### config.mk
export PLATFORM = sky130hd
export DESIGN_NAME = wsc_monitor_flat
export DESIGN_NICKNAME = d
export VERILOG_FILES = /design/src/rtl/wsc_monitor_if.sv /design/src/rtl/wsc_monitor.sv /design/src/flat_wrapper.sv
export SDC_FILE = /design/constraint.sdc
export NUM_CORES = 1
export LEC_CHECK = 0
export ABC_CLOCK_PERIOD_IN_PS = 2500
export CAP_MARGIN = 20
export CORE_MARGIN = 1
export CORE_UTILIZATION = 35
export CTS_BUF_LIST = sky130_fd_sc_hd__clkbuf_16
export DETAILED_ROUTE_END_ITERATION = 10
export SETUP_SLACK_MARGIN = 0.1
export SYNTH_ARGS = -nofsm -noshare
export SYNTH_HDL_FRONTEND = slang
export SYNTH_SLANG_ARGS = --single-unit
### constraint.sdc
create_clock -name clk -period 2.5 [get_ports clk]
set_clock_uncertainty 0.05 [all_clocks]
set_input_delay 0.25 -clock clk [delete_from_list [all_inputs] [get_ports clk]]
set_output_delay 0.25 -clock clk [all_outputs]
set_load 0.02 [all_outputs]
### src/rtl/wsc_monitor_if.sv
// Crossing-state bus between the wolf/sheep/cabbage datapath and its monitor.
//   state     : 4-bit crossing state [3]=farmer [2]=wolf [1]=sheep [0]=cabbage
//   done      : far bank reached legally (sticky)
//   error     : an item was eaten (sticky)
//   illegal   : transition was not a legal boat trip (sticky)
//   timeout   : trip budget used up without success (sticky)
//   move_cnt  : legal trips counted, saturating
//   last_item : cargo of last legal trip (0 none, 1 cab, 2 sheep, 3 wolf)
//   phase     : monitor FSM state (0 RUN, 1 DONE, 2 FAIL)
// master = state producer, slave = monitor.
interface wsc_monitor_if #(
    parameter int CNT_W = 5
);
    logic [3:0]       state;
    logic             done;
    logic             error;
    logic             illegal;
    logic             timeout;
    logic [CNT_W-1:0] move_cnt;
    logic [1:0]       last_item;
    logic [1:0]       phase;

    modport master (
        output state,
        input  done, error, illegal, timeout, move_cnt, last_item, phase
    );

    modport slave (
        input  state,
        output done, error, illegal, timeout, move_cnt, last_item, phase
    );
endinterface

### src/rtl/wsc_monitor.sv
// Downstream checker for the wolf/sheep/cabbage river-crossing datapath.
// Samples the crossing state every clock, validates each change as a legal
// boat trip, counts trips and raises sticky status flags.
// Ports:
//   clk : rising-edge clock
//   rst : asynchronous active-high reset
//   bus : wsc_monitor_if.slave (state in; flags, move_cnt, last_item, phase out)
module wsc_monitor #(
    parameter int MAX_MOVES = 15,
    parameter int CNT_W     = 5
) (
    input  logic          clk,
    input  logic          rst,
    wsc_monitor_if.slave  bus
);
    typedef enum logic [1:0] {
        PH_RUN  = 2'd0,
        PH_DONE = 2'd1,
        PH_FAIL = 2'd2
    } phase_t;

    localparam logic [CNT_W-1:0] CNT_MAX   = {CNT_W{1'b1}};
    localparam logic [CNT_W-1:0] CNT_LIMIT = CNT_W'(MAX_MOVES);

    phase_t           phase_q,      phase_d;
    logic [3:0]       prev_state_q, prev_state_d;
    logic             done_q,       done_d;
    logic             error_q,      error_d;
    logic             illegal_q,    illegal_d;
    logic             timeout_q,    timeout_d;
    logic [CNT_W-1:0] move_cnt_q,   move_cnt_d;
    logic [1:0]       last_item_q,  last_item_d;

    logic [3:0]       diff;
    logic [1:0]       moved_cnt;
    logic             rode_ok;
    logic             legal;
    logic             eaten;
    logic [CNT_W-1:0] cnt_inc;
    logic [1:0]       cargo;

    always_comb begin
        phase_d      = phase_q;
        prev_state_d = prev_state_q;
        done_d       = done_q;
        error_d      = error_q;
        illegal_d    = illegal_q;
        timeout_d    = timeout_q;
        move_cnt_d   = move_cnt_q;
        last_item_d  = last_item_q;

        diff      = bus.state ^ prev_state_q;
        moved_cnt = {1'b0, diff[2]} + {1'b0, diff[1]} + {1'b0, diff[0]};
        // Every item that moved must have started on the farmer's bank.
        rode_ok   = &(~diff[2:0] | ~(prev_state_q[2:0] ^ {3{prev_state_q[3]}}));
        legal     = diff[3] && (moved_cnt <= 2'd1) && rode_ok;

        // Eating is judged on the new state: unattended pairs on the far
        // side of the farmer.
        eaten = ((bus.state[2] == bus.state[1]) && (bus.state[1] != bus.state[3])) ||
                ((bus.state[1] == bus.state[0]) && (bus.state[0] != bus.state[3]));

        cnt_inc = (move_cnt_q != CNT_MAX) ? (move_cnt_q + CNT_W'(1)) : move_cnt_q;

        if (diff[2])      cargo = 2'd3;
        else if (diff[1]) cargo = 2'd2;
        else if (diff[0]) cargo = 2'd1;
        else              cargo = 2'd0;

        if ((phase_q == PH_RUN) && (diff != 4'h0)) begin
            prev_state_d = bus.state;
            if (!legal) begin
                illegal_d = 1'b1;
                phase_d   = PH_FAIL;
            end else begin
                move_cnt_d  = cnt_inc;
                last_item_d = cargo;
                if (eaten) begin
                    error_d = 1'b1;
                    phase_d = PH_FAIL;
                end else if (bus.state == 4'hF) begin
                    done_d  = 1'b1;
                    phase_d = PH_DONE;
                end else if (cnt_inc == CNT_LIMIT) begin
                    timeout_d = 1'b1;
                    phase_d   = PH_FAIL;
                end
            end
        end
    end

    always_ff @(posedge clk or posedge rst) begin
        if (rst) begin
            phase_q      <= PH_RUN;
            prev_state_q <= 4'h0;
            done_q       <= 1'b0;
            error_q      <= 1'b0;
            illegal_q    <= 1'b0;
            timeout_q    <= 1'b0;
            move_cnt_q   <= '0;
            last_item_q  <= 2'd0;
        end else begin
            phase_q      <= phase_d;
            prev_state_q <= prev_state_d;
            done_q       <= done_d;
            error_q      <= error_d;
            illegal_q    <= illegal_d;
            timeout_q    <= timeout_d;
            move_cnt_q   <= move_cnt_d;
            last_item_q  <= last_item_d;
        end
    end

    assign bus.done      = done_q;
    assign bus.error     = error_q;
    assign bus.illegal   = illegal_q;
    assign bus.timeout   = timeout_q;
    assign bus.move_cnt  = move_cnt_q;
    assign bus.last_item = last_item_q;
    assign bus.phase     = phase_q;
endmodule

### src/flat_wrapper.sv
// flat-port wrapper written by rule: the top's interface ports become plain ports
module wsc_monitor_flat 
#(
    parameter int MAX_MOVES = 15,
    parameter int CNT_W     = 5
)
  (clk, rst, bus_state, bus_done, bus_error, bus_illegal, bus_timeout, bus_move_cnt, bus_last_item, bus_phase);
  wsc_monitor_if #(.CNT_W(CNT_W)) bus_i ();
  input  logic clk;
  input  logic rst;
  input wire logic [$bits(bus_i.state)-1:0] bus_state;
  output wire logic [$bits(bus_i.done)-1:0] bus_done;
  output wire logic [$bits(bus_i.error)-1:0] bus_error;
  output wire logic [$bits(bus_i.illegal)-1:0] bus_illegal;
  output wire logic [$bits(bus_i.timeout)-1:0] bus_timeout;
  output wire logic [$bits(bus_i.move_cnt)-1:0] bus_move_cnt;
  output wire logic [$bits(bus_i.last_item)-1:0] bus_last_item;
  output wire logic [$bits(bus_i.phase)-1:0] bus_phase;
  assign bus_i.state = bus_state;
  assign bus_done = bus_i.done;
  assign bus_error = bus_i.error;
  assign bus_illegal = bus_i.illegal;
  assign bus_timeout = bus_i.timeout;
  assign bus_move_cnt = bus_i.move_cnt;
  assign bus_last_item = bus_i.last_item;
  assign bus_phase = bus_i.phase;
  wsc_monitor #(.MAX_MOVES(MAX_MOVES), .CNT_W(CNT_W)) u_core (.clk(clk), .rst(rst), .bus(bus_i));
endmodule
==> results.txt <==
DR vias/cell - 4.86
IO Count - 19
Total GRT Usage - 13.6%
Slew Viols, Final - 0
Top cells by area, synth - dfrtp_1 (43%), mux2_2 (4.5%), mux2_4 (4.5%)
Clk slew on worst S/H paths - 0.05 ns
Worst setup EP type - flip-flop
Largest stage delay on the critical path - 0.49 ns
Initial antenna violation count - 0
Count of cell types in the netlist - 32
CTS sink cnt - 17
Power Dens Cells - 1020 mW/mm^2
Worst path buffer plus inverter count - 1
Avg WL per Cell - 12.7 um
Max Cap Violations - 0
Asr flop ratio synth - 100%
Die area - 0.00305 sq mm
Status - complete, no violations
Top delay family on crit path - buffers and inverters
Min-delay worst type - input pin to asynchronous set/reset pin
Fraction of layout cells with a size suffix above 1 - 20.7%
Top FF cell, synth - dfrtp_1
Crit-path cells - clkdlybuf4s50_1 > xor2_1 > ha_1 > a221oi_4 > nand4_4 > nor2_1 > mux2_4
Yosys reg bits - 17
YS warnings - 0
Port Buffers - 18
Ant diodes - 0
Post-Route WL - 1.85 mm
Most frequent cell after synthesis - dfrtp_1
Dpl hpwl - 1.46 mm
Share of the synthesized area in the top cell type - 42.9%
RSZ-0062 raised after global routing - false
Post-route clock period utilization - 86.5%
Critical Path AT - 2.24 ns
CP Launch Type - input pin
Critical path class - input pin to flip-flop
Post-synth EDFFs - 0
Die height - 55.2 um
Synth top cells by count - dfrtp_1 (17), nor2_1 (8), nand2_1 (7), inv_1 (6), nand2b_1 (5)
TNS Setup - 0 ns
CORE AREA - 0.00257 sq mm
Setup violators final - 0
Fin crit period - 2.16 ns
Cells after synthesis - 88
Final core utilization - 51.9%
Vias in the first global route - 728
Max H-tree Level - 1
DR vias - 710
GR Overflow Total - 0
Mapped cell area - 992 sq um
Die Width - 55.2 um
Layout Nets - 126
Worst-Margin Slew - 0.627 ns
Static leakage - 0.601 nW
First-pass GRT wire length - 3.36 mm
PostCTS Resize Cnt - 0
Root buffer cell - clkbuf_16
Maximum VDD drop - 0.765 mV
Fmax - 462 MHz
CTS Buf Count - 3
CP max-delay cell - clkdlybuf4s50_1
Syn_nets - 97
Hold WS - 0.335 ns
Site Rows - 18
Layout area overhead - 34.4%
Rel. slew slack - 58.1%
DRC violations left - 0
Placer Congestion - 0.867
Starting Density - 38.6%
Initial DRT Pass Iterations - 3
CTS tree - built
Clock Latency Late Sink - 0.24 ns
Clk buf depth - 2
# Post-CTS Setup Buffers - 0
Final hold vios - 0
CTS Hold Bufs - 0
Largest net degree at the start of global routing - 18
Crit-path max FO - 7
Synth Area per Inst - 11.3 sq um
Drt initial violations - 10
Area leader, netlist - dfrtp_1
Register area share after synthesis - 42.9%
WP data required - 2.58 ns
Remaining antenna violation count - 0
==> layout make-up <==
type	instances	area [sq um]
inverters	6	22.5
flip-flops and latches	17	425
well taps	30	37.5
fillers	240	1230
multi-input cells	65	544
clock buffers	3	75.1
repair buffers	24	225
clock inverters	1	3.75
==> path summary, 6_finish.rpt <==
kind	depth (start not counted)	to	startpoint	slack, ns
max	7	u_core.bus.move_cnt[3]	bus_state[0]	0.34
min	2	u_core.bus.done	rst	0.34
max reg2reg	6	u_core.bus.move_cnt[3]	u_core.prev_state_q[2]	0.37
min reg2reg	1	u_core.bus.error	u_core.bus.error	0.40
max in group asynchronous	2	u_core.bus.move_cnt[0]	rst	1.66
min in group clk	1	u_core.bus.error	u_core.bus.error	0.40
==> sequential cells by signal, summed over array words and instances, names as in the netlist <==
name and cells:
u_core.bus.done 1, u_core.bus.last_item 2, u_core.bus.error 1, u_core.bus.move_cnt 5, u_core.bus.timeout 1, u_core.prev_state_q 4
u_core.bus.illegal 1, u_core.bus.phase 2
==> routing by layer <==
metal | wire [um] | GRT usage, %
met5 | 0 | 0
met4 | 14 | 3.21
met3 | 73 | 4.22
met2 | 881 | 21.7
met1 | 880 | 18.1
==> cells by family (layout without fill, tap and decap cells) <==
family / Yosys count / in the layout / share of synthesized area, %
multiplexers: 7 / 7 / 9.08
flip-flops: 17 / 17 / 42.9
AND/OR/NAND/NOR: 34 / 34 / 19.5
XOR/XNOR: 6 / 6 / 6.81
adder cells (fa/ha/maj): 3 / 3 / 3.78
AO/OA/AOI/OAI: 15 / 15 / 15.6
buffers and inverters: 6 / 34 / 2.27
==> worst register-to-register path, stage by stage, from the launching register on <==
cell,delay (ns)
dfrtp_1,0.43
xor2_2,0.20
ha_1,0.33
a221oi_4,0.32
nand4_4,0.18
nor2_1,0.19
mux2_4,0.31
==> where the power goes <==
part / leakage (nW) / switching [mW] / internal, mW
clock: 0.0423 / 0.0960 / 0.212
sequential: 0.207 / 0.103 / 0.358
combinational: 0.352 / 0.279 / 0.308
total: 0.601 / 0.478 / 0.878
==> stage by stage <==
step	cell area (sq um)	power, mW	std cells	setup slack [ns]
after floorplan	992	0.851	88	0.434
after global placement	1250	1.05	142	0.0958
after detailed placement	1250	1.06	142	0.0681
after CTS	1330	1.37	146	0.322
after global routing	1330	1.45	146	0.207
final	1330	1.36	146	0.336
==> cell usage in the layout (no fill, tap or decap), drive strengths merged, types with 2 or more instances in the layout <==
cell type,count
ha,3
a21o,2
nand3,3
nand4,3
nor2b,3
inv,7
nand2,7
or2,2
clkbuf,3
xor2,5
o21ai,2
dfrtp,17
mux2,7
a221oi,2
clkdlybuf4s50,18
o31ai,2
buf,6
nand2b,6
nor2,8
Note: power is estimated with default switching activity, not from simulation.
==> patch 1: new RTL, config.mk and constraints unchanged <==
`CNT_W` is set to 5 in 3 places; all go to 10.
--- a/src/rtl/wsc_monitor_if.sv
+++ b/src/rtl/wsc_monitor_if.sv
@@ -11,3 +11,3 @@
 interface wsc_monitor_if #(
-    parameter int CNT_W = 5
+    parameter int CNT_W = 10
 );
--- a/src/rtl/wsc_monitor.sv
+++ b/src/rtl/wsc_monitor.sv
@@ -9,3 +9,3 @@
     parameter int MAX_MOVES = 15,
-    parameter int CNT_W     = 5
+    parameter int CNT_W     = 10
 ) (
--- a/src/flat_wrapper.sv
+++ b/src/flat_wrapper.sv
@@ -4,3 +4,3 @@
     parameter int MAX_MOVES = 15,
-    parameter int CNT_W     = 5
+    parameter int CNT_W     = 10
 )
Ports: changed (resized bus_move_cnt); port bits go from 19 to 24. The function was not compared with the original's and may differ.
==> patch 1 against the original RTL <==
Final area increased by 31%. Largest cell class unchanged. First-iteration DRC count increased to 3.0 times the old value. Total power is 14% higher. Critical path depth grew 2. Non-clock buffer count rose by 10. Wire length up 56%. Area after synthesis grew 33%. Maximum frequency decreased by 3.9%. Setup slack lost 0.087 ns. Sequential cell count rose by 5.
==> patch 1: results <==
{
  "cts_root_buf": "clkbuf_16",
  "firstDrtPassIters": 4,
  "layout-drive-gt1-share_pct": 13.61,
  "synth-compound-area-share_pct": 17.32,
  "synth_common_cells": "dfrtp_1 (22), nand2_1 (22), inv_1 (7), nand3_1 (7)",
  "synth_adder_area_share_pct": 2.854,
  "avgSynthCellArea_um2": 9.814,
  "nFillCells": 330,
  "crit_path_max_incr_delay_ns": 0.44,
  "grt_pass1_vias": 1074,
  "fin_nets": 179,
  "synth_xor_area_share_pct": 5.994,
  "yosysWarnings": 0,
  "synthDistinctLibCells": 41,
  "nNonClkInverters": 7,
  "synth.area.top_cells": "dfrtp_1 (42%), nand2_1 (6.3%), xnor2_1 (4.0%), mux2_1 (3.4%), o21bai_1 (3.4%)",
  "nMultiInputCombCells": 102,
  "hold_path.class": "in -> async",
  "power.leakage_nw": 0.7203,
  "track_usage_pct": 16.42,
  "clk_latency_ns": 0.25,
  "final_area_mm2": 0.001752,
  "antenna_found_initial": 0,
  "p_int_mw": 0.9747,
  "cp_max_fo": 13,
  "place_area_mm2": 0.001664,
  "clk_share_pct": 4.500,
  "place_congestion": 0.7799,
  "drtIter0Drc": 30,
  "grt_pass1_wl_mm": 5.099,
  "n_all_buffers": 34,
  "largest_register_ffs": 10,
  "grt_max_degree": 23,
  "wl_per_cell_um": 13.47,
  "via_per_inst": 5.042,
  "cts_buffers": 3,
  "ys_ff_latch": 22,
  "hpwl_mm": 2.234,
  "synthMuxAreaShare_pct": 4.948,
  "vdd_drop_max_uv": 510.2,
  "path_clk_slew_ns": 0.06,
  "synth_nets": 143,
  "p_sw_share_pct": 37.16,
  "seq_share_pct": 31.43,
  "totalWireLength_mm": 2.895,
  "worst_ep_arrival_time_ns": 2.38,
  "status": "complete, no violations",
  "multi_input_area_share_pct": 41.43,
  "numPortBuffers": 23,
  "bufAreaShareNonClock_pct": 17.86,
  "slew_headroom_pct": 65.10,
  "yosysSeqAreaShare_pct": 41.86,
  "dp_slack_ns": -0.06262,
  "clk_path_buf_depth": 2,
  "dp.cells": 211,
  "antennaDiodeCount": 0,
  "worst_path_max_delay_cell": "clkdlybuf4s50_1",
  "pwr-share-seq_pct": 36.2,
  "clock_power_share_pct": 21.7
}
patch 1: final timing paths:
kind	start	endpoint	slack, ns	cells after the start
max reg2reg	u_core.prev_state_q[2]	u_core.bus.move_cnt[3]	0.28	8
min in group clk	u_core.bus.illegal	u_core.bus.illegal	0.41	1
max	bus_state[2]	u_core.bus.move_cnt[3]	0.25	9
min	rst	u_core.bus.move_cnt[4]	0.29	3
min reg2reg	u_core.bus.illegal	u_core.bus.illegal	0.41	1
max in group asynchronous	rst	u_core.bus.move_cnt[7]	1.89	3
patch 1: metal layers:
metal,wire [um],GRT usage [%],up-vias
li1,-,-,549
met1,1498,23.04,508
met2,1264,24.73,21
met3,87,3.804,6
met4,44,5.398,0
met5,0,0,-
patch 1: what timing repair did:
| item | 4_1_cts | 5_1_grt |
|---|---|---|
| endpoints found under the setup margin | 0 | 2 |
| resized for setup | 0 | 1 |
| setup buffers | 0 | 0 |
==> patch 2: new RTL, config.mk and constraints unchanged <==
Without the edit above. Reset style: synchronous (`rst`), changed in one clocked block. Comments in the files are not updated.
--- a/src/rtl/wsc_monitor.sv
+++ b/src/rtl/wsc_monitor.sv
@@ -91,3 +91,3 @@
 
-    always_ff @(posedge clk or posedge rst) begin
+    always_ff @(posedge clk) begin
         if (rst) begin
Formal check against the unedited RTL: differs if rst is asserted again (counterexample within 4 cycles, from zero or initial values and one cycle with rst high); with rst held inactive, the same outputs for 10 cycles.
==> patch 2 against the original RTL <==
Utilization fell by 1.2 points. Critical endpoint is now u_core.bus.move_cnt[0]. Sequential cell count did not move. Wire length rose by 7.8%. Synthesized cell count rose by 22%. Final area fell by 5.8%. Worst hold slack improved by 0.084 ns. Setup slack improved by 0.023 ns. Area after synthesis fell by 6.9%.
Power is not compared: it rests on default switching activity, and its combinational part moved more than twofold at a synthesized area within 25%.
==> patch 2: results <==
{
  "status": "complete, no violations",
  "synth_common_cells": "dfxtp_1 (17), a21oi_1 (12), nor2_1 (12)",
  "grt_max_degree": 20,
  "route.met3.wl_um": 83,
  "synth-compound-area-share_pct": 25.07,
  "wl_per_cell_um": 12.24,
  "worst_pin_slew_ns": 0.4917,
  "yosysSeqAreaShare_pct": 36.86,
  "nFillCells": 254,
  "cp_max_fo": 5,
  "met2_usage_pct": 29.17,
  "drtIter0Drc": 6,
  "drt-met1-wl_um": 977,
  "worstReg2RegStart": "u_core.prev_state_q[0]",
  "track_usage_pct": 16.79,
  "hold_path.class": "reg -> reg",
  "layout-drive-gt1-share_pct": 11.28,
  "use_met1_pct": 19.59,
  "place_congestion": 0.7941,
  "reg2reg_slack_ns": 0.55,
  "fin_nets": 143,
  "htree_levels": 1,
  "synth.area.top_cells": "dfxtp_1 (37%), a21oi_1 (6.5%), nor2_1 (4.9%), xnor2_1 (3.8%), nand2b_1 (3.4%)",
  "synth_adder_area_share_pct": 4.878,
  "grt_pass1_vias": 810,
  "via_count": 867,
  "worst_path_max_delay_cell": "clkdlybuf4s50_1",
  "synthMuxAreaShare_pct": 2.304,
  "synth_xor_area_share_pct": 4.743,
  "routed-wl-met2_um": 922,
  "met3_usage_pct": 5.460,
  "async_flop_share_pct": 0,
  "hpwl_mm": 1.525,
  "r2r-end": "u_core.bus.move_cnt[0]",
  "synth_nets": 116,
  "firstDrtPassIters": 4
}
patch 2: cell types whose count changed after synthesis, moves of 3 or more:
cell	unedited run	this run
a311oi_1	0	3
mux2_2	4	0
mux2_4	3	0
o21ai_0	2	5
dfrtp_1	17	0
a21oi_1	1	12
nor2_1	8	12
xnor2_1	1	4
dfxtp_1	0	17
patch 2: cell type report:
type                       count  area (um^2)  area share (%)
multi-input combinational     82        548.0           43.63
sequential                    17        340.3           27.09
inverter                       6        22.52           1.793
timing repair buffer          24        225.2           17.93
clock inverter                 1        7.507          0.5976
tap                           30        37.54           2.988
clock buffer                   3        75.07           5.976
patch 2: power by group through the flow:
stage,Sequential [mW],Clock [mW],Combinational (mW)
after floorplan,0.314,0,0.0788
after detailed placement,0.306,0,0.146
after global placement,0.306,0,0.144
after CTS,0.300,0.331,0.146
final,0.301,0.322,0.145
after global routing,0.303,0.341,0.162
patch 2: how the worst max path moves through the flow:
stage                           start  depth (start not counted)                     end  slack (ns)
5_1_grt                  bus_state[2]                          7  u_core.bus.move_cnt[0]        0.21
4_1_cts                  bus_state[2]                          7  u_core.bus.move_cnt[0]        0.35
6_report                 bus_state[2]                          7  u_core.bus.move_cnt[0]        0.36
2_1_floorplan  u_core.prev_state_q[2]                          6  u_core.bus.move_cnt[0]        0.58
3_3_place_gp             bus_state[2]                          7  u_core.bus.move_cnt[0]        0.12
3_5_place_dp             bus_state[2]                          7  u_core.bus.move_cnt[0]        0.09
patch 2: metrics by stage:
step	hold WS, ns	setup WS, ns	util [%]	instances	instance area, um^2
global route	0.4552	0.2104	50.71	163	1256
floorplan	0.3348	0.5765	-	107	923.4
finish	0.4197	0.3594	50.71	163	1256
CTS	0.4250	0.3500	50.71	163	1256
global placement	0.4001	0.1243	47.37	159	1174
detailed placement	0.4077	0.08819	47.37	159	1174
